[src/rtl/xnormaj_popcount_threshold_if.sv]
// Handshake bundle between the majority-bit producer, the popcount/threshold
// block and the downstream activation buffer.
interface xnormaj_popcount_threshold_if #(
    parameter int CW = 5
);
    logic          m_in;
    logic          m_valid;
    logic          m_ready;
    logic [CW-1:0] thr;
    logic          out_valid;
    logic          out_ready;
    logic          out_bit;
    logic [CW-1:0] out_count;

    // Valid/ready on both sides: a beat transfers on a rising clk edge where
    // valid && ready; the sender holds data stable while valid is high and
    // ready is low, and ready may depend combinationally on the other side.
    modport master (
        output m_in, m_valid, thr, out_ready,
        input  m_ready, out_valid, out_bit, out_count
    );

    modport slave (
        input  m_in, m_valid, thr, out_ready,
        output m_ready, out_valid, out_bit, out_count
    );
endinterface

[src/rtl/xnormaj_popcount_threshold.sv]
// Groups N majority bits into one neuron, counts the ones and binarises the
// count against a threshold latched on the group's first bit.
module xnormaj_popcount_threshold #(
    parameter int N  = 16,
    parameter int CW = 5
) (
    input  logic                          clk,
    input  logic                          rst_n,
    input  logic                          clear,
    xnormaj_popcount_threshold_if.slave   bus,
    output logic                          dbg_state_o
);
    localparam int IW = (N > 1) ? $clog2(N) : 1;
    localparam logic [IW-1:0] LAST_IDX = IW'(N - 1);

    typedef enum logic {
        ACC = 1'b0,
        OUT = 1'b1
    } state_t;

    state_t        state_q;
    logic [IW-1:0] idx_q;
    logic [CW-1:0] acc_q;
    logic [CW-1:0] thr_q;
    logic          out_valid_q;
    logic          out_bit_q;
    logic [CW-1:0] out_count_q;

    logic          accept;
    logic          drain;
    logic          first_bit;
    logic [CW-1:0] acc_d;
    logic [CW-1:0] thr_d;

    // In OUT, ready passes through so the next group can start as the result drains.
    assign bus.m_ready = (state_q == ACC) || bus.out_ready;
    assign accept      = bus.m_valid && bus.m_ready;
    assign drain       = out_valid_q && bus.out_ready;
    assign first_bit   = (idx_q == '0);

    // With N==1 the first bit is also the last, so the live threshold applies.
    assign acc_d = first_bit ? CW'(bus.m_in) : acc_q + CW'(bus.m_in);
    assign thr_d = first_bit ? bus.thr : thr_q;

    always_ff @(posedge clk or negedge rst_n) begin
        if (!rst_n) begin
            state_q     <= ACC;
            idx_q       <= '0;
            acc_q       <= '0;
            thr_q       <= '0;
            out_valid_q <= 1'b0;
            out_bit_q   <= 1'b0;
            out_count_q <= '0;
        end else if (clear) begin
            state_q     <= ACC;
            idx_q       <= '0;
            acc_q       <= '0;
            out_valid_q <= 1'b0;
        end else begin
            if (drain) begin
                out_valid_q <= 1'b0;
                state_q     <= ACC;
            end
            if (accept) begin
                acc_q <= acc_d;
                if (first_bit) begin
                    thr_q <= bus.thr;
                end
                if (idx_q == LAST_IDX) begin
                    idx_q       <= '0;
                    out_count_q <= acc_d;
                    out_bit_q   <= (acc_d >= thr_d);
                    out_valid_q <= 1'b1;
                    state_q     <= OUT;
                end else begin
                    idx_q <= idx_q + 1'b1;
                end
            end
        end
    end

    assign bus.out_valid = out_valid_q;
    assign bus.out_bit   = out_bit_q;
    assign bus.out_count = out_count_q;
    assign dbg_state_o   = state_q;
endmodule
[src/flat_wrapper.sv]
// flat-port wrapper written by rule: the top's interface ports become plain ports
module xnormaj_popcount_threshold_flat 
#(
    parameter int N  = 16,
    parameter int CW = 5
)
  (clk, rst_n, clear, dbg_state_o, bus_m_in, bus_m_valid, bus_thr, bus_out_ready, bus_m_ready, bus_out_valid, bus_out_bit, bus_out_count);
  xnormaj_popcount_threshold_if #(.CW(CW)) bus_i ();
  input  logic clk;
  input  logic rst_n;
  input  logic clear;
  output logic dbg_state_o;
  input wire logic [$bits(bus_i.m_in)-1:0] bus_m_in;
  input wire logic [$bits(bus_i.m_valid)-1:0] bus_m_valid;
  input wire logic [$bits(bus_i.thr)-1:0] bus_thr;
  input wire logic [$bits(bus_i.out_ready)-1:0] bus_out_ready;
  output wire logic [$bits(bus_i.m_ready)-1:0] bus_m_ready;
  output wire logic [$bits(bus_i.out_valid)-1:0] bus_out_valid;
  output wire logic [$bits(bus_i.out_bit)-1:0] bus_out_bit;
  output wire logic [$bits(bus_i.out_count)-1:0] bus_out_count;
  assign bus_i.m_in = bus_m_in;
  assign bus_i.m_valid = bus_m_valid;
  assign bus_i.thr = bus_thr;
  assign bus_i.out_ready = bus_out_ready;
  assign bus_m_ready = bus_i.m_ready;
  assign bus_out_valid = bus_i.out_valid;
  assign bus_out_bit = bus_i.out_bit;
  assign bus_out_count = bus_i.out_count;
  xnormaj_popcount_threshold #(.N(N), .CW(CW)) u_core (.clk(clk), .rst_n(rst_n), .clear(clear), .bus(bus_i), .dbg_state_o(dbg_state_o));
endmodule
[config.mk]
export PLATFORM = sky130hd
export DESIGN_NAME = xnormaj_popcount_threshold_flat
export DESIGN_NICKNAME = d
export VERILOG_FILES = /design/src/rtl/xnormaj_popcount_threshold_if.sv /design/src/rtl/xnormaj_popcount_threshold.sv /design/src/flat_wrapper.sv
export SDC_FILE = /design/constraint.sdc
export NUM_CORES = 1
export LEC_CHECK = 0
export BUFFER_PORTS_ARGS = -buffer_cell sky130_fd_sc_hd__buf_2
export CORE_AREA = 10 10 59 61
export DETAILED_ROUTE_END_ITERATION = 6
export DIE_AREA = 0 0 69 71
export PLACE_DENSITY = 0.73
export SLEW_MARGIN = 20
export SYNTH_ARGS = -nofsm -noshare
export SYNTH_HDL_FRONTEND = slang
export SYNTH_SLANG_ARGS = --single-unit
[constraint.sdc]
create_clock -name clk -period 7.2 [get_ports clk]
set_clock_uncertainty 0.15 [all_clocks]
set_input_delay 1.44 -clock clk [delete_from_list [all_inputs] [get_ports clk]]
set_output_delay 1.44 -clock clk [all_outputs]
set_load 0.01 [all_outputs]
==> metrics.cfg <==
[timing]
fmax_mhz = 280.7
maxSlewViolCount = 0
post-route-min-period_ns = 3.563
slew_headroom_pct = 47.22
fin_setup_tns_ns = 0
rsz0062_at_grt = false
worst_pin_slew_ns = 0.7909
post-route-period-util_pct = 49.49
final-setup-viol-count = 0
hold_violations = 0

[setup_path]
slowest_stage = nor2b_4
worst_setup_path_end_kind = primary output
cp_common_cell = buf_2
setup.worst_path.class = in -> out
r2r-start = u_core.idx_q[0]
cp.required_ns = 5.61
max_stage_delay_ns = 0.19
worstPathCellList = buf_2 -> nor2b_4 -> inv_2 -> buf_2
cp_data_arrival_time_ns = 1.97
r2r_setup_slack_ns = 4.41
cp_max_fo = 5
startpoint_type = primary input
startpoint = bus_out_ready

[floorplan]
row_count = 18
die_w_um = 69
core_area_sq_um = 2387
io_pins = 20
die_area_sq_um = 4899
die_h_um = 71
start_util_pct = 52.99

[synth]
netlist_area_sq_um = 1265
ys_seq_area_share_pct = 43.52
ys_warn_count = 0
syn-num-nets = 137
postSynthAreaPerCell_sq_um = 10.81
synthCells = 117
ys_seq_elements = 22
synth.distinct_cells = 33

[power_and_ir_drop]
total_power_mw = 0.2471
p_leak_nw = 0.6853
peakVddDrop_v = 0.0001136
powerDensity_nw_per_um2 = 174.1

[final_layout]
diodes = 0
drive_above_1_share_pct = 31.88
areaGrowthSynthToFinish_pct = 12.17
stdcell_area_sq_um = 1419
fillers = 225
nets = 159
utilization_pct = 59.43

[clock_tree]
post_cts_buffers = 0
ctsResizeCount = 0
cts_sinks = 22
numCtsBuffers = 3
cts_tree = yes
insertion_delay_ns = 0.30
cts_buffer_depth = 2
clk_pin_slew_ns = 0.12
postCtsHoldBufs = 0
cts-root-buf = clkbuf_4
htreeDepth = 1

[placement]
port_buffers = 19
hpwl_um = 1924
dpl_cell_area_sq_um = 1383
gp_congestion = 0.7084

[routing]
routed_wl_um = 2461
wl_per_cell_um = 14.65
vias = 886
first_pass_iters = 4
viasPerCell = 5.274
drt_iter0_drc = 35
postRouteAntennaNets = 0
drc = 0

[outcome]
status = completed

[min_path]
hold_class = reg -> reg
hold_start = u_core.thr_q[1]

[grt]
grt_pass1_wl_um = 4416
grt_max_degree = 23
grt_antenna_before_repair = 0
globalRouteOverflowTotal = 0
grt_usage_pct = 10.76
grt_pass1_vias = 955

[run]
cap_violations = 0

==> worst paths after layout <==
kind | end | cells past startpoint
max reg2reg | u_core.bus.out_bit | 9
max in group asynchronous | u_core.thr_q[3] | 1
max | bus_m_ready | 4
min | u_core.thr_q[1] | 1
min reg2reg | u_core.thr_q[1] | 1
min in group asynchronous | u_core.acc_q[3] | 1
==> flip-flops by register name, indices dropped and copies added, names as in the netlist <==
| name | count |
|---|---|
| u_core.acc_q | 5 |
| u_core.bus.out_count | 5 |
| u_core.thr_q | 5 |
| u_core.idx_q | 4 |
| u_core.bus.out_bit | 1 |
| u_core.bus.out_valid | 1 |
| u_core.dbg_state_o | 1 |
==> synth_stat cells (all sizes together) <==
| library cell | instances | share of area, % |
|---|---|---|
| inv | 5 | 1.5 |
| xnor2 | 1 | 0.69 |
| nor3b | 1 | 1.5 |
| nor2b | 3 | 2.1 |
| a311oi | 1 | 0.69 |
| buf | 1 | 0.89 |
| or4 | 2 | 1.2 |
| nor2 | 10 | 3.2 |
| or4b | 1 | 0.79 |
| and2b | 2 | 1.2 |
| mux2i | 4 | 3.2 |
| or3 | 1 | 0.59 |
| a211oi | 1 | 0.59 |
| o21ai | 4 | 1.6 |
| nor3 | 1 | 0.40 |
| a31oi | 1 | 0.49 |
| mux2 | 11 | 10 |
| nor4 | 1 | 1.7 |
| nand3b | 1 | 0.89 |
| a21oi | 11 | 4.4 |
| nand3 | 7 | 3.8 |
| nand2b | 1 | 0.49 |
| dfrtp | 22 | 44 |
| nand2 | 11 | 3.5 |
| xor2 | 3 | 2.1 |
| clkbuf | 1 | 0.30 |
| ha | 9 | 8.9 |
==> area by class of cell <==
class / instances / area, sq um / share of cell area (%)
repair buffers: 19 / 95.09 / 6.702
inverters: 5 / 18.77 / 1.323
clock buffers: 4 / 36.28 / 2.557
flip-flops and latches: 22 / 550.5 / 38.80
multi-input cells: 88 / 680.7 / 47.97
well taps: 30 / 37.54 / 2.646
==> cell usage in the layout (no fill, tap or decap), drive strengths merged <==
cell type / instances
nor3: 1
mux2: 11
nand2b: 1
or4: 2
o21ai: 4
xor2: 3
dfrtp: 22
buf: 19
and2b: 2
nor3b: 1
nand3b: 1
or3: 1
ha: 9
nor4: 1
nor2: 10
a31oi: 1
inv: 5
a21oi: 11
nor2b: 3
nand3: 7
nand2: 11
or4b: 1
a311oi: 1
xnor2: 1
a211oi: 1
clkbuf: 4
mux2i: 4
==> metrics by stage <==
stage	instances	hold slack [ns]	setup WS, ns
global route	168	0.3958	3.593
CTS	168	0.3764	3.633
global placement	164	0.3351	3.656
detailed placement	164	0.3484	3.633
finish	168	0.3715	3.637
floorplan	117	0.3253	3.928
==> cells by family (layout without fill, tap and decap cells) <==
logic type,after synthesis,in the layout,share of synthesized area [%]
AOI/OAI and AO/OA,18,18,7.716
xor gates and xnor gates,4,4,2.770
adders and majority gates,9,9,8.902
buffers and inverters,7,28,2.670
DFF,22,22,43.52
muxes,15,15,13.25
and+or+nand+nor,42,42,21.17
==> critical path: cells and delay by family <==
kind          cells  cell delay [ns]
buf+inv           3             0.34
simple gates      1             0.19
==> report_power, final <==
part	internal (mW)	switching, mW
sequential	0.132	0.00456
clock	0.0308	0.0369
combinational	0.0204	0.0226
total	0.183	0.0640
==> per-layer routing <==
layer  GRT usage, %  part of all wire [%]
met5              0                     0
met4          4.027                  0.77
met3          2.929                   4.4
met2          17.99                    50
met1          12.85                    45
Power figures use the tool's default switching activity.
